===== config.mk =====
export PLATFORM = sky130hd
export DESIGN_NAME = updown_move_ctrl
export DESIGN_NICKNAME = d
export VERILOG_FILES = /design/src/rtl/updown_move_ctrl.sv
export SDC_FILE = /design/constraint.sdc
export NUM_CORES = 1
export LEC_CHECK = 0
export ABC_AREA = 0
export CAP_MARGIN = 20
export CORE_ASPECT_RATIO = 0.6
export CORE_MARGIN = 1.5
export CORE_UTILIZATION = 56
export DETAILED_ROUTE_END_ITERATION = 10
export PLACE_DENSITY = 0.84
export REMOVE_ABC_BUFFERS = 1
export SYNTH_ARGS = -nofsm -noshare
export SYNTH_HDL_FRONTEND = slang
export SYNTH_SLANG_ARGS = --single-unit
export TNS_END_PERCENT = 20

===== constraint.sdc =====
create_clock -name clk -period 3 [get_ports clk]
set_input_delay 0.6 -clock clk [delete_from_list [all_inputs] [get_ports clk]]
set_output_delay 0.6 -clock clk [all_outputs]
set_load 0.05 [all_outputs]

===== src/rtl/updown_move_ctrl.sv =====
// ---------------------------------------------------------------------------
// updown_move_ctrl
//
// Move controller for a 4-bit wrapping up/down counter. It accepts a "move to
// target" command over a valid/ready handshake and picks the shorter
// wrap-around direction once, on the first evaluation. It then steps the
// counter one position at a time, waiting a programmable dwell before each
// step. A command finishes when the counter reaches the target, when it is
// aborted, or when 8 steps have not reached the target (timeout). Each
// finish raises a one-cycle done pulse together with a status code.
//
// Ports
//   clk         in   rising-edge clock
//   arst        in   asynchronous active-high reset
//   cmd_valid   in   command present
//   cmd_ready   out  controller idle and able to accept a command
//   cmd_target  in   [3:0] target counter value, latched on handshake
//   cmd_dwell   in   [DWELL_W-1:0] idle cycles before each step, latched
//   abort       in   cancel the active command (ignored while idle)
//   cnt_q       in   [3:0] current counter value fed back from the counter
//   cnt_en      out  counter step enable, one cycle per step
//   cnt_dir     out  step direction, 1 = up, 0 = down
//   busy        out  a command is in progress
//   done        out  one-cycle completion pulse
//   status      out  [1:0] 00 reached, 01 aborted, 10 timeout; held until
//                    the next done
// ---------------------------------------------------------------------------
module updown_move_ctrl #(
    parameter int unsigned DWELL_W = 8
) (
    input  logic               clk,
    input  logic               arst,
    input  logic               cmd_valid,
    output logic               cmd_ready,
    input  logic [3:0]         cmd_target,
    input  logic [DWELL_W-1:0] cmd_dwell,
    input  logic               abort,
    input  logic [3:0]         cnt_q,
    output logic               cnt_en,
    output logic               cnt_dir,
    output logic               busy,
    output logic               done,
    output logic [1:0]         status
);

    typedef enum logic [1:0] {
        StIdle,
        StEval,
        StWait,
        StStep
    } state_e;

    localparam logic [1:0] StatReached = 2'b00;
    localparam logic [1:0] StatAborted = 2'b01;
    localparam logic [1:0] StatTimeout = 2'b10;

    // A command may issue at most this many steps before it times out.
    localparam logic [3:0] MaxSteps = 4'd8;

    state_e               state_q, state_d;
    logic [3:0]           target_q, target_d;
    logic [DWELL_W-1:0]   dwell_q, dwell_d;
    logic [DWELL_W-1:0]   dcnt_q, dcnt_d;
    logic [3:0]           step_q, step_d;
    logic                 first_q, first_d;
    logic                 dir_q, dir_d;
    logic                 done_q, done_d;
    logic [1:0]           status_q, status_d;

    // Forward distance to the target. The 4-bit subtraction wraps, which
    // gives the result modulo 16.
    logic [3:0]           diff;
    assign diff = target_q - cnt_q;

    // -----------------------------------------------------------------------
    // State register
    // -----------------------------------------------------------------------
    always_ff @(posedge clk or posedge arst) begin
        if (arst) begin
            state_q  <= StIdle;
            target_q <= '0;
            dwell_q  <= '0;
            dcnt_q   <= '0;
            step_q   <= '0;
            first_q  <= 1'b0;
            dir_q    <= 1'b0;
            done_q   <= 1'b0;
            status_q <= StatReached;
        end else begin
            state_q  <= state_d;
            target_q <= target_d;
            dwell_q  <= dwell_d;
            dcnt_q   <= dcnt_d;
            step_q   <= step_d;
            first_q  <= first_d;
            dir_q    <= dir_d;
            done_q   <= done_d;
            status_q <= status_d;
        end
    end

    // -----------------------------------------------------------------------
    // Next-state logic
    // -----------------------------------------------------------------------
    always_comb begin
        state_d  = state_q;
        target_d = target_q;
        dwell_d  = dwell_q;
        dcnt_d   = dcnt_q;
        step_d   = step_q;
        first_d  = first_q;
        dir_d    = dir_q;
        done_d   = 1'b0;
        status_d = status_q;

        unique case (state_q)
            StIdle: begin
                // abort has no effect here, even alongside a handshake.
                if (cmd_valid) begin
                    target_d = cmd_target;
                    dwell_d  = cmd_dwell;
                    step_d   = '0;
                    first_d  = 1'b1;
                    state_d  = StEval;
                end
            end

            StEval: begin
                if (abort) begin
                    state_d  = StIdle;
                    done_d   = 1'b1;
                    status_d = StatAborted;
                end else if (cnt_q == target_q) begin
                    state_d  = StIdle;
                    done_d   = 1'b1;
                    status_d = StatReached;
                end else if (step_q == MaxSteps) begin
                    state_d  = StIdle;
                    done_d   = 1'b1;
                    status_d = StatTimeout;
                end else begin
                    // Direction is chosen once per command; a tie at 8 goes up.
                    if (first_q) begin
                        dir_d   = (diff <= 4'd8);
                        first_d = 1'b0;
                    end
                    dcnt_d  = dwell_q;
                    state_d = StWait;
                end
            end

            StWait: begin
                if (abort) begin
                    state_d  = StIdle;
                    done_d   = 1'b1;
                    status_d = StatAborted;
                end else if (dcnt_q == '0) begin
                    state_d = StStep;
                end else begin
                    dcnt_d = dcnt_q - 1'b1;
                end
            end

            StStep: begin
                if (abort) begin
                    state_d  = StIdle;
                    done_d   = 1'b1;
                    status_d = StatAborted;
                end else begin
                    step_d  = step_q + 4'd1;
                    state_d = StEval;
                end
            end

            default: begin
                state_d = StIdle;
            end
        endcase
    end

    // -----------------------------------------------------------------------
    // Outputs
    // -----------------------------------------------------------------------
    // The enable is gated by abort so that an abort in the STEP cycle
    // suppresses the step itself.
    assign cnt_en    = (state_q == StStep) && !abort;
    assign cnt_dir   = dir_q;
    assign busy      = (state_q != StIdle);
    assign done      = done_q;
    assign status    = status_q;
    // Held low while reset is asserted, even though the state reads idle.
    assign cmd_ready = (state_q == StIdle) && !arst;

endmodule


==> metrics, run 1 <==
Synth Flop Type dfrtp_1; Die H roughly 44 um; CP required between 3 and 4 ns; drt first pass iters 6; sequential share of the synthesized area between 40% and 50%; global-route wire length before repair 5690 um; die area 3150 um^2; Post-CTS Hold Buffers 0; initial antenna violation count 0; status finished, final reports clean; post-synthesis average cell area between 10 and 15 um^2; worst rel slew slack slightly above 40%; H-tree levels 2; Warnings, synthesis 0; vias in the first global route approximately 1200; post-route ant nets 0; remaining global-route overflow 0; I/O Pins 27; endpoints failing setup 0; GP Congestion ~0.80; Max Cap Viol 0; top post-synthesis cells by area dfrtp_1 49%, mux2_2 8.6%, ha_1 5.6%; Power Total between 1500 and 2000 uW; Hold WC Path Type flip-flop to flip-flop; Fmax roughly 0.37 GHz; # resized after CTS 0; Tot GR Track Use 24.2%; CTS Sinks 31; initial core utilization around three fifths; Tcrit/Tclk final approximately 90%; crit path from cnt_q[1]; Post-synth EDFFs 0; Startpoint Class primary input; CP max FO 12; r2r endpoint dcnt_q[3]$_DFFE_PP0P_; die width a little over 70 um; Critical Path Sink dcnt_q[3]$_DFFE_PP0P_; largest net degree at the start of global routing 32; Syn Inst Count around 150; Reg2Reg Depth 7; flop2flop setup slack 0.76 ns; worst path arrival time around 2.8 ns; critical path class primary input to flip-flop; pwr dens ~1000 nW/um^2; Clock Path Buffers 2; Post-CTS Repair Setup Buffers 0; Distinct cells, synth 36; clock-pin slew on the worst setup and hold paths roughly 0.06 ns; Wirelength per Cell about 15 um; Hold Fails Final Rpt 0; Root Driver clkbuf_8; flop and latch count out of synthesis 31; num rows 14; beginning of the worst register-to-register path target_q[0]$_DFFE_PP0P_; worst setup margin ~0.33 ns; top-count cell post-synth dfrtp_1; initial DRC count 89; top cells by count, synth 31 x dfrtp_1, 15 x nor2_1, 14 x o21ai_0, 12 x mux2_2; residual DRC count 0; CTS tree yes; Synth top area share 49.2%; Post-Syn Area 1580 um^2; peak supply drop ~500 uV; Buffers on Ports 26; final wirelength 3290 um; DP Wirelength around 2400 um; ANT cells 0; Total Neg Setup Slack 0 ns; P&R area growth vs syn 24.5%; fin crit period approximately 2.7 ns; drt via density just under 6; layout cells sized above 1 between 10% and 20%; Leakage approximately 0.00086 uW; worst slack, placed slightly above 0.07 ns; RSZ-0062 raised after global routing no; Slew @ Worst Pin approximately 0.9 ns; CTS buffer count 5; Post-Route Skew ~0.0064 ns; Slew Viols, Final 0; Final nets 211; critical path capture point type flip-flop; Vias about 1300; core box area 2590 um^2; Post-synth ARST share between 90% and 100%; dominant cell type by area after synthesis dfrtp_1; worst skew pair latency ~0.28 ns
-- cell families (layout without fill, tap and decap cells) --
kind of cell / count (synthesis) / in the layout / synth area share (%)
and+or+nand+nor: 48 / 48 / 14.8
muxes: 12 / 12 / 8.58
buffers and inverters: 16 / 47 / 4.21
DFF: 31 / 31 / 49.2
adders and majority gates: 7 / 7 / 5.56
xor gates and xnor gates: 4 / 4 / 2.22
AOI/OAI and AO/OA: 36 / 36 / 15.4
-- registers in the layout, summed over array words and instances, names as in the netlist --
register,cells
cnt_dir,1
dcnt_q,8
done,1
dwell_q,8
first_q,1
state_q,2
status,2
step_q,4
target_q,4
-- how the worst min path moves through the flow --
| stage | startpoint | endpoint | slack (ns) | cells past startpoint |
|---|---|---|---|---|
| after floorplan | dcnt_q[7]$_DFFE_PP0P_ | dcnt_q[7]$_DFFE_PP0P_ | 0.46 | 1 |
| after global placement | dcnt_q[7]$_DFFE_PP0P_ | dcnt_q[7]$_DFFE_PP0P_ | 0.47 | 1 |
| after detailed placement | dwell_q[2]$_DFFE_PP0P_ | dwell_q[2]$_DFFE_PP0P_ | 0.50 | 1 |
| after CTS | first_q$_DFFE_PP0P_ | cnt_dir$_DFFE_PP0P_ | 0.52 | 1 |
| after global routing | dwell_q[3]$_DFFE_PP0P_ | dwell_q[3]$_DFFE_PP0P_ | 0.54 | 1 |
| final | target_q[2]$_DFFE_PP0P_ | target_q[2]$_DFFE_PP0P_ | 0.52 | 1 |
-- critical path, cell delays in order --
cell,delay [ns]
clkdlybuf4s50_1,0.46
inv_1,0.04
ha_1,0.29
and2_2,0.19
a311oi_2,0.39
a32oi_1,0.40
o21ai_0,0.29
o21ai_0,0.12
-- metal layers --
layer	vias to the layer above	wire length, um	GRT usage [%]
met5	-	0	0
met1	593	1560	31.9
met3	4	224	7.06
met2	59	1470	39.1
li1	601	-	-
met4	0	31	9.43
-- placed cells by master (no fill, tap or decap), types with 2 or more instances in the layout --
cell type	n
dfrtp_1	31
clkbuf_8	5
and2_1	2
a22o_1	2
nor3_1	7
nand2b_1	2
mux2_2	12
inv_1	10
nor2_1	15
nor2b_1	2
ha_1	7
o2bb2ai_1	3
nand3_1	3
buf_4	3
nand2_1	10
xnor2_1	3
clkbuf_1	2
a22oi_1	3
o21ai_0	14
clkdlybuf4s50_1	25
a21oi_1	6
-- cell type report --
type | count | area (um^2)
flip-flops and latches | 31 | 776
multi-input cells | 107 | 733
fillers | 191 | 632
repair buffers | 29 | 293
clock buffers | 7 | 76.3
well taps | 32 | 40.0
inverters | 10 | 37.5
clock inverters | 1 | 5.00
-- per-stage QoR --
stage | std cells | hold slack, ns | cell area (um^2) | utilization (%)
finish | 217 | 0.518 | 1960 | 75.6
global placement | 209 | 0.473 | 1880 | 72.5
CTS | 217 | 0.517 | 1960 | 75.6
global route | 217 | 0.539 | 1960 | 75.6
detailed placement | 209 | 0.501 | 1880 | 72.5
floorplan | 148 | 0.457 | 1550 | -
-- power by group --
| group | internal, uW | switching (uW) |
|---|---|---|
| sequential | 602 | 139 |
| combinational | 384 | 515 |
| clock | 163 | 150 |
| total | 1150 | 804 |
(Power assumes the default switching activity.)
==> run 2: changes to the inputs <==
--- a/config.mk
+++ b/config.mk
@@ -7,11 +7,13 @@
 export LEC_CHECK = 0
 export ABC_AREA = 0
 export CAP_MARGIN = 20
+export CELL_PAD_IN_SITES_DETAIL_PLACEMENT = 0
+export CELL_PAD_IN_SITES_GLOBAL_PLACEMENT = 1
 export CORE_ASPECT_RATIO = 0.6
 export CORE_MARGIN = 1.5
-export CORE_UTILIZATION = 56
+export CORE_UTILIZATION = 43
 export DETAILED_ROUTE_END_ITERATION = 10
-export PLACE_DENSITY = 0.84
+export PLACE_DENSITY_LB_ADDON = 0.1
 export REMOVE_ABC_BUFFERS = 1
 export SYNTH_ARGS = -nofsm -noshare
 export SYNTH_HDL_FRONTEND = slang
==> metrics, run 2 (synthesized netlist as in run 1, its figures left out) <==
worst skew pair latency between 0.2 and 0.3 ns; residual DRC count 0; worst rel slew slack 46.5%; Max Cap Viol 0; most common cell after layout, fill and taps aside dfrtp_1; worst slack, placed around 0.094 ns; critical path class flip-flop to output port; Clock Path Buffers 2; fin crit period between 2 and 3 ns; pwr dens approximately 980 nW/um^2; endpoints failing setup 0; initial DRC count 81; Startpoint Class flip-flop; Total Neg Setup Slack 0 ns; Tot GR Track Use 18.4%; Fmax between 0.3 and 0.4 GHz; I/O Pins 27; core box area between 3000 and 4000 um^2; # resized after CTS 0; Power Total about 2000 uW; drt first pass iters 4; Hold WC Path Type flip-flop to flip-flop; Wirelength per Cell about 14 um; beginning of the worst register-to-register path target_q[1]$_DFFE_PP0P_; Tcrit/Tclk final a little under 90%; remaining global-route overflow 0; worst path arrival time slightly above 2 ns; Top Registers dcnt_q x8, dwell_q x8; Hold Fails Final Rpt 0; clock-pin slew on the worst setup and hold paths 0.06 ns; most frequent cells in the layout 31 x dfrtp_1, 25 x clkdlybuf4s50_1, 15 x nor2_1; num rows 16; GP Congestion a little under 0.8; Slew @ Worst Pin approximately 0.8 ns; critical path capture point type output port; Post-Route Skew between 0.005 and 0.006 ns; Post-CTS Repair Setup Buffers 0; Root Driver clkbuf_8; CP required between 2 and 2.5 ns; Register Area around 780 um^2; multi-input logic area roughly 730 um^2; CTS tree yes; status finished, final reports clean; # fillers between 300 and 400; Die H approximately 50 um; largest net degree at the start of global routing 32; P&R area growth vs syn 26.4%; post-route ant nets 0; CTS buffer count 5; Hold Startpoint dcnt_q[7]$_DFFE_PP0P_; H-tree levels 2; vias in the first global route between 1000 and 1500; peak supply drop 650 uV; initial antenna violation count 0; die area between 4000 and 5000 um^2; initial core utilization a little under half; CP max FO 7; worst setup margin approximately 0.37 ns; Vias 1223; Final nets 212; die width 81.1 um; global-route wire length before repair ~5500 um; area post-placement 1900 um^2; RSZ-0062 raised after global routing no; Leakage 0.000865 uW; layout cells sized above 1 15.7%; Post-CTS Hold Buffers 0; Slew Viols, Final 0; ANT cells 0; Finished Cell Area roughly 2000 um^2; CTS Sinks 31; DP Wirelength roughly 2300 um; Buffers on Ports 26; drt via density around 5.3; final wirelength between 3000 and 4000 um; crit path from state_q[0]$_DFFE_PP0P_
## run 2: changes by cell type in the layout (fill, tap and decap cells not counted), sizes merged
cell | previous run | this run
clkbuf | 7 | 6
buf | 4 | 5
## run 2: layout make-up
cell class / count / share of cell area [%]
sequential: 31 / 39.0
multi-input combinational: 107 / 36.8
timing repair buffer: 30 / 15.1
clock buffer: 6 / 4.15
tap: 45 / 2.83
inverter: 10 / 1.89
clock inverter: 1 / 0.251
## run 2: report_power, final
group	switching (uW)	internal, uW	total, uW
Sequential	135	602	737
Combinational	505	394	899
Clock	145	180	324
## run 2: worst paths after layout
check	to	slack, ns	cells past startpoint
setup / recovery	cmd_ready	0.37	4
hold / removal	dcnt_q[7]$_DFFE_PP0P_	0.49	1
setup reg to reg	dcnt_q[4]$_DFFE_PP0P_	0.83	6
hold reg to reg	dcnt_q[7]$_DFFE_PP0P_	0.49	1
max in group asynchronous	target_q[2]$_DFFE_PP0P_	1.98	3
min in group asynchronous	step_q[0]$_DFFE_PP0P_	0.73	3
## run 2: stage by stage
step                      hold slack [ns]  cells  util [%]
after detailed placement            0.479    223      56.3
after floorplan                     0.457    148         -
after global placement              0.474    223      56.3
final                               0.487    230      58.8
after global routing                0.508    230      58.8
after CTS                           0.493    230      58.8
## run 2: worst max-delay path, stage by stage, from the launching register on
cell and delay, ns:
dfrtp_1 0.44, nor2_1 0.28, inv_1 0.13, nor2_1 0.11
clkdlybuf4s50_1 0.80
## run 2: metal layers
metal	up-vias	track usage (%)	share of wire, %
li1	598	-	-
met1	584	25.1	52
met2	36	26.8	41
met3	5	6.48	6.2
met4	0	6.61	1.0
met5	-	0	0
==> RTL edit (config.mk and constraints of run 2) <==
`DWELL_W`: 8 -> 6.
--- a/src/rtl/updown_move_ctrl.sv
+++ b/src/rtl/updown_move_ctrl.sv
@@ -28,3 +28,3 @@
 module updown_move_ctrl #(
-    parameter int unsigned DWELL_W = 8
+    parameter int unsigned DWELL_W = 6
 ) (
Interface: changed (resized cmd_dwell); port bits go from 27 to 25. No check against the original RTL was run, so the function may have changed too.
==> RTL edit against run 2 <==
- final cell count is 3.9% lower
- critical path depth is 1 lower
- cell area is 4.8% lower
- via count is 4.3% lower
- synthesized area is 2.9% lower
- worst setup slack better by 0.094 ns
- routed wire length is 4.0% higher
- maximum frequency is 3.7% higher
- clock power is 35% lower
- total power is 12% lower
- sequential cell count is 4 lower
- clock skew is 0.0017 ns higher
- synthesized cell count is 3.2% lower
==> RTL edit: results (changes against run 2) <==
Post-Synth XOR/XNOR Area=1.146% (-1.1 points); Cell variety after synth=45 (+25%); post-layout net count=202 (-4.7%); final std cells w/o fill=221 (-3.9%); number of buffers created by CTS=3 (-2); worst hold slack=0.4972 ns (+0.009885 ns); Adder-Cell Fraction of Synth Area=5.728% (+0.17 points); share of cells above drive strength 1=14.20% (-1.5 points); Worst EP arrival=1.94 ns (-0.09 ns); I/O Buffers=24 (-7.7%); H-tree levels=1 (-1); first-pass GRT wire length=5.561 mm (+1.0%); HP Start=first_q$_DFFE_PP0P_; outcome=finished clean; Synth Instances=149 (-3.2%); r2r setup slk=0.97 ns (+0.14 ns); dominant cells by area after synthesis=dfrtp_1 44%, mux2_2 7.4%, ha_1 5.7%, nor2_1 3.7%, a2bb2oi_1 2.9%; Slew HR=49.86% (+3.4 points); Placer Congestion=0.8111 (+5.1%); dpl cells=217 (-2.7%); reg2reg start=state_q[0]$_DFFE_PP0P_; Total GRT Usage=18.34% (-0.045 points); largest net degree at the start of global routing=28 (-13%); reg2reg end=dcnt_q[1]$_DFFE_PP0P_; Critical Path Start=arst; Switching Share=41.90% (+1.9 points); drt via density=5.299 (-0.35%); Synth Area in Compound Gates=19.72% (+4.3 points)
==> RTL edit: layer usage <==
metal	global-route usage, %	up-vias	wire, um	part of all wire, %
met4	2.299	0	4	0.12
met3	4.860	2	132	4.1
met5	0	-	0	0
met2	25.35	21	1355	42
met1	29.13	558	1747	54
li1	-	590	-	-
==> RTL edit: logic make-up after synthesis <==
group | count (synthesis)
simple gates | 45
mux | 12
fa+ha+maj | 7
flops | 27
buf+inv | 17
compound gates | 39
xor+xnor | 2
==> RTL edit: per-stage QoR <==
stage | util [%] | power, mW | area (sq um)
4_1_cts | 57.00 | 1.738 | 1894
5_1_grt | 57.00 | 1.863 | 1894
3_3_place_gp | 55.53 | 1.499 | 1846
3_5_place_dp | 55.53 | 1.519 | 1846
6_report | 57.00 | 1.726 | 1894
2_1_floorplan | - | 1.255 | 1501
==> RTL edit: final cells by class <==
cell class,count,area [sq um],share of cell area [%]
Timing Repair Buffer,29,287.8,15.19
Sequential cell,27,675.6,35.67
Inverter,11,41.29,2.180
Tap cell,45,56.30,2.972
Clock inverter,1,7.507,0.3963
Clock buffer,3,41.29,2.180
Multi-Input combinational cell,105,784.5,41.41
==> RTL edit: power groups by stage <==
| stage | registers, mW | logic (mW) | clock network, mW |
|---|---|---|---|
| finish | 0.642 | 0.875 | 0.209 |
| global placement | 0.642 | 0.857 | 0 |
| floorplan | 0.698 | 0.556 | 0 |
| CTS | 0.642 | 0.876 | 0.220 |
| global route | 0.666 | 0.964 | 0.234 |
| detailed placement | 0.648 | 0.870 | 0 |
